`src/rtl/stride_pkg.sv`:
```
// stride_pkg: shared FSM state type and width helpers for stride_gather
// Contents:
//   state_t - IDLE / GATHER / EMIT
//   idx_w   - width of the scan index; it must hold offset plus one stride without wrapping
//   cnt_w   - width of a bit count from 0 to OUT_W
package stride_pkg;

    typedef enum logic [1:0] {IDLE, GATHER, EMIT} state_t;

    function automatic int idx_w(input int len, input int stride_w);
        return $clog2(len) + stride_w + 1;
    endfunction

    function automatic int cnt_w(input int out_w);
        return $clog2(out_w + 1);
    endfunction

endpackage

```
`src/rtl/stride_bit_mux.sv`:
```
// stride_bit_mux: LEN:1 bit select of the latched word, 0 for out-of-range index
// Ports:
//   data_i [LEN-1:0]  word being scanned
//   idx_i  [IW-1:0]   scan index
//   bit_o             data_i[idx_i], or 0 when idx_i >= LEN
module stride_bit_mux #(
    parameter int LEN = 16,
    parameter int IW  = 8
) (
    input  logic [LEN-1:0] data_i,
    input  logic [IW-1:0]  idx_i,
    output logic           bit_o
);

    localparam int OW = $clog2(LEN);

    assign bit_o = (idx_i < IW'(LEN)) ? data_i[idx_i[OW-1:0]] : 1'b0;

endmodule

```
`src/rtl/stride_gather.sv`:
```
// stride_gather: gathers bits of a word at offset + k*stride and emits them as packed words
// Ports:
//   clk, rst_n               clock, asynchronous active-low reset
//   in_valid/in_ready        input word handshake (ready only in IDLE)
//   in_data [LEN]            word to gather from
//   cfg_stride [STRIDE_W]    stride, 0 treated as 1, sampled at the handshake
//   cfg_offset [clog2(LEN)]  first bit index, sampled at the handshake
//   cfg_reverse              scan downwards (only with STRIDE_GATHER_REVERSE_EN defined)
//   out_valid/out_ready      packed word handshake
//   out_data [OUT_W]         gathered bits, first in bit 0, unfilled bits 0
//   out_count                number of valid bits in out_data
//   out_last                 word ends the current input word
// Build option: STRIDE_GATHER_REVERSE_EN adds cfg_reverse.
module stride_gather
    import stride_pkg::*;
#(
    parameter  int LEN      = 16,
    parameter  int OUT_W    = 8,
    parameter  int STRIDE_W = 3,
    localparam int OW       = $clog2(LEN),
    localparam int CW       = cnt_w(OUT_W)
) (
    input  logic                clk,
    input  logic                rst_n,
    input  logic                in_valid,
    output logic                in_ready,
    input  logic [LEN-1:0]      in_data,
    input  logic [STRIDE_W-1:0] cfg_stride,
    input  logic [OW-1:0]       cfg_offset,
`ifdef STRIDE_GATHER_REVERSE_EN
    input  logic                cfg_reverse,
`endif
    output logic                out_valid,
    input  logic                out_ready,
    output logic [OUT_W-1:0]    out_data,
    output logic [CW-1:0]       out_count,
    output logic                out_last
);

    localparam int IW = idx_w(LEN, STRIDE_W);

    state_t              state_q;
    logic [LEN-1:0]      data_q;
    logic [STRIDE_W-1:0] stride_q;
    logic [IW-1:0]       idx_q, idx_d;
    logic [CW-1:0]       cnt_q, cnt_d;
    logic [OUT_W-1:0]    acc_q, acc_d;
    logic                rev_q;
    logic                bit_w, empty_w, end_d, full_d;

`ifndef STRIDE_GATHER_REVERSE_EN
    assign rev_q = 1'b0;
`endif

    stride_bit_mux #(.LEN(LEN), .IW(IW)) u_mux (
        .data_i (data_q),
        .idx_i  (idx_q),
        .bit_o  (bit_w)
    );

    assign in_ready = (state_q == IDLE);

    // An index already past the word on entry to GATHER can only come from
    // an offset >= LEN; it yields a single empty last word.
    assign empty_w = (idx_q >= IW'(LEN));

    always_comb begin
        idx_d  = rev_q ? idx_q - IW'(stride_q) : idx_q + IW'(stride_q);
        cnt_d  = cnt_q + CW'(1);
        acc_d  = acc_q | (OUT_W'(bit_w) << cnt_q);
        end_d  = rev_q ? (idx_q < IW'(stride_q)) : (idx_d >= IW'(LEN));
        full_d = (cnt_d == CW'(OUT_W));
    end

    always_ff @(posedge clk or negedge rst_n) begin
        if (!rst_n) begin
            state_q   <= IDLE;
            data_q    <= '0;
            stride_q  <= '0;
            idx_q     <= '0;
            cnt_q     <= '0;
            acc_q     <= '0;
`ifdef STRIDE_GATHER_REVERSE_EN
            rev_q     <= 1'b0;
`endif
            out_valid <= 1'b0;
            out_data  <= '0;
            out_count <= '0;
            out_last  <= 1'b0;
        end else begin
            case (state_q)
                IDLE: if (in_valid) begin
                    data_q   <= in_data;
                    stride_q <= (cfg_stride == '0) ? STRIDE_W'(1) : cfg_stride;
                    idx_q    <= IW'(cfg_offset);
                    cnt_q    <= '0;
                    acc_q    <= '0;
`ifdef STRIDE_GATHER_REVERSE_EN
                    rev_q    <= cfg_reverse;
`endif
                    state_q  <= GATHER;
                end
                GATHER: if (empty_w) begin
                    out_valid <= 1'b1;
                    out_data  <= '0;
                    out_count <= '0;
                    out_last  <= 1'b1;
                    state_q   <= EMIT;
                end else begin
                    idx_q <= idx_d;
                    cnt_q <= cnt_d;
                    acc_q <= acc_d;
                    // End of scan wins over a full word, so a word that fills
                    // on the final bit is the last one.
                    if (end_d || full_d) begin
                        out_valid <= 1'b1;
                        out_data  <= acc_d;
                        out_count <= cnt_d;
                        out_last  <= end_d;
                        state_q   <= EMIT;
                    end
                end
                EMIT: if (out_ready) begin
                    out_valid <= 1'b0;
                    if (out_last) begin
                        state_q <= IDLE;
                    end else begin
                        acc_q   <= '0;
                        cnt_q   <= '0;
                        state_q <= GATHER;
                    end
                end
                default: state_q <= IDLE;
            endcase
        end
    end

endmodule

```
`config.mk`:
```
export PLATFORM = sky130hd
export DESIGN_NAME = stride_gather
export DESIGN_NICKNAME = d
export VERILOG_FILES = /design/src/rtl/stride_pkg.sv /design/src/rtl/stride_bit_mux.sv /design/src/rtl/stride_gather.sv
export SDC_FILE = /design/constraint.sdc
export NUM_CORES = 1
export LEC_CHECK = 0
export ABC_AREA = 1
export ABC_CLOCK_PERIOD_IN_PS = 1600
export CAP_MARGIN = 10
export CORE_MARGIN = 2
export CORE_UTILIZATION = 48
export DETAILED_ROUTE_END_ITERATION = 7
export GPL_TIMING_DRIVEN = 0
export PLACE_DENSITY = 0.72
export SETUP_SLACK_MARGIN = 0.4
export SLEW_MARGIN = 40
export SYNTH_ARGS = -nofsm -noshare
export SYNTH_HDL_FRONTEND = slang
export SYNTH_SLANG_ARGS = --single-unit
```
`constraint.sdc`:
```
create_clock -name clk -period 1.6 [get_ports clk]
set_input_delay 0.16 -clock clk [delete_from_list [all_inputs] [get_ports clk]]
set_output_delay 0.16 -clock clk [all_outputs]
set_load 0.01 [all_outputs]
```
==> run metrics <==
All-Layer GR Usage a little under a quarter; DR pass1 iterations 4; Fin. Hold Viols 0; Worst-path clk slew 0.10 ns; share of layout cells above drive strength 1 34.6%; syn avg cell area 8.36 um^2; setup ws final -0.172 ns; NetSw 0.00332 W; Cell variety after synth 29; ANT nets after route 0; clock share of power 11.9%; Placed Cells about 430; Clock Path Buffers 2; total number of vias 2486; sum of negative setup slack -2.86 ns; endpoints failing setup 21; initial antenna violation count 0; DP Wirelength between 4000 and 5000 um; Worst path depth 9; Tcrit/Tclk final 111%; WL/cell between 10 and 15 um; Worst Path Buf+Inv 2; nets@finish 438; final WL 7000 um; FF-to-FF End state_q[1]; core area around 0.0054 mm^2; P&R area growth vs syn 50.2%; final cell count without fillers around 480; R2R Path Start idx_q[0]; status finished, violations left; vias per cell just over 5; failing checks negative setup slack; n_diodes 0; Final Power 0.00780 W; switching fraction of total power between 40% and 50%; CTS tree done; syn nets ~350; Pint 0.00449 W; Seq cells post-synth 55; Worst path max stage delay roughly 0.42 ns; mapped cell area 0.00268 mm^2; # IOs 42; routability congestion estimate 0.819; num rows 27; Max Clk Rate 564 MHz; count of input and output buffers 41; Required @ worst endpoint 1.78 ns; clock sink total 55; total gr overflow 0; Max Cap Violations 0; CP max FO 5; RSZ-0062 raised after global routing yes; first-pass GRT wire length ~11000 um; worst slew pin tran 0.343 ns; Root Buffer Master clkbuf_8; Num CTS Buffers 5; yosys synthesis warning count 0; crit path cell chain ha_2 > fa_2 > nand2_2 > a21oi_2 > nor2_2 > a21oi_1 > inv_2 > buf_6 > o21ai_0; final worst path period need around 1.8 ns; relative slew slack 77.2%; worst skew pair latency a little over 0.3 ns; Worst Setup Start Kind flip-flop; type of the most critical hold path input port to asynchronous set/reset pin; number of global-route vias before repair 2164; Comb pwr share 59.8%; DRT iter0 DRCs 167; Setup WS pre-CTS -0.304 ns; R2R cell count 9; die area 0.00619 mm^2; die height 78.7 um; Critical-path top delay cell dfrtp_1; power density over the cells 1940 mW/mm^2; Seq pwr share 28.2%; Clock Skews 0.00871 ns; Cells after Synth 320; peak supply drop 0.970 mV; DRC violations left 0; part of the Yosys area used for sequential elements 51.4%; Worst EP arrival 1.96 ns; Max H-tree Level 2; critical path class flip-flop to flip-flop; CP delay by family, top adder cells; reg-to-reg setup timing slack -0.17 ns; initial core utilization 49.2%; pins over their slew limit 0; Pleak 1.98 nW; crit path capture type flip-flop; largest net degree at the start of global routing 32; die width 78.7 um
## cells in the final DEF, fill, tap and decap left out, drive strengths merged
cell,synthesis,layout
ha,4,4
dfrtp,55,55
dlygate4sd3,0,1
clkdlybuf4s50,0,25
bufinv,0,1
nor2,21,21
clkdlybuf4s15,0,2
clkbuf,2,7
a31oi,3,3
o21ai,31,32
buf,6,44
o22ai,5,5
fa,1,1
a21oi,11,11
nor2b,3,3
clkinv,0,2
nand3,15,15
o211ai,1,1
o311ai,1,1
xor2,3,3
dlygate4sd2,0,12
nand2,97,97
o21bai,4,4
inv,50,50
nand4,7,7
## per-stage QoR
stage	hold slack [ns]	utilization [%]	cell area [um^2]
final	0.268	73.9	4020
after global routing	0.283	73.9	4020
after CTS	0.283	68.0	3700
after detailed placement	0.0918	59.3	3220
after global placement	0.455	59.0	3210
after floorplan	-0.136	-	2710
## repair_timing
item,in CTS,in global routing
resized for setup,79,68
setup buffers,20,9
endpoints found under the setup margin,70,57
endpoints found under the hold margin,24,0
pin swaps,24,22
gates cloned,5,2
hold buffers,1,0
## power by group through the flow
stage | logic (W) | clock network [W] | registers, W
2_1_floorplan | 0.00209 | 0 | 0.00222
3_3_place_gp | 0.00291 | 0 | 0.00222
3_5_place_dp | 0.00297 | 0 | 0.00224
4_1_cts | 0.00381 | 0.000951 | 0.00218
5_1_grt | 0.00503 | 0.00102 | 0.00226
6_report | 0.00467 | 0.000931 | 0.00220
## kinds of logic after synthesis
kind of cell	count (synthesis)	share of synthesized area [%]
buffers and inverters	58	9.59
DFF	55	51.4
xor gates and xnor gates	3	0.982
AOI/OAI and AO/OA	56	11.6
adders and majority gates	5	2.62
and+or+nand+nor	143	23.8
## per-layer routing
layer / routed length (um) / vias up / global-route usage [%]
met5: 0 / - / 0
met4: 82 / 0 / 5.61
met3: 325 / 10 / 3.79
met1: 3150 / 1211 / 33.0
met2: 3440 / 64 / 35.3
li1: - / 1201 / -
## synthesized netlist by cell type
library cell	number	share of area (%)
inv_1	44	6.2
dfrtp_1	55	51
nand4_1	7	1.6
o211ai_1	1	0.28
inv_2	6	0.84
o21ai_1	1	0.19
nor2b_1	3	0.70
nor2_4	4	1.7
a31oi_1	3	0.70
nand3_1	13	2.4
o21ai_0	29	5.4
nor2_2	2	0.47
nand2_2	4	0.94
buf_8	1	0.56
o21bai_1	4	1.1
buf_4	1	0.28
nand3_2	2	0.75
fa_1	1	0.75
ha_1	4	1.9
buf_6	3	1.3
nor2_1	15	2.1
xor2_1	3	0.98
o22ai_1	5	1.2
a21oi_1	11	2.1
nand2_1	93	13
o311ai_0	1	0.33
o21ai_2	1	0.33
buf_2	1	0.19
clkbuf_1	2	0.28
## sequential cells by signal (all words and copies together), names as in the netlist, 2 cells and up
signal and cells:
data_q 16, out_count 4, idx_q 8, out_data 8
state_q 2, acc_q 8, stride_q 3, cnt_q 4
## worst max-delay path by stage
stage          startpoint     endpoint  slack, ns
3_5_place_dp     idx_q[0]  out_data[3]      -0.30
2_1_floorplan    idx_q[0]   state_q[1]      -0.10
3_3_place_gp        rst_n  out_data[7]      -1.36
5_1_grt          idx_q[0]   state_q[1]      -0.29
6_report         idx_q[0]   state_q[1]      -0.17
4_1_cts          idx_q[0]   state_q[1]      -0.14
## final cells by class
type | instances | area, um^2
plain buffers | 8 | 119
clock buffers | 5 | 68.8
clock inverters | 3 | 43.8
fillers | 379 | 1420
inverters | 50 | 198
multi-input cells | 208 | 1340
flip-flops and latches | 55 | 1380
well taps | 72 | 90.1
repair buffers | 78 | 777
Power figures use the tool's default switching activity.
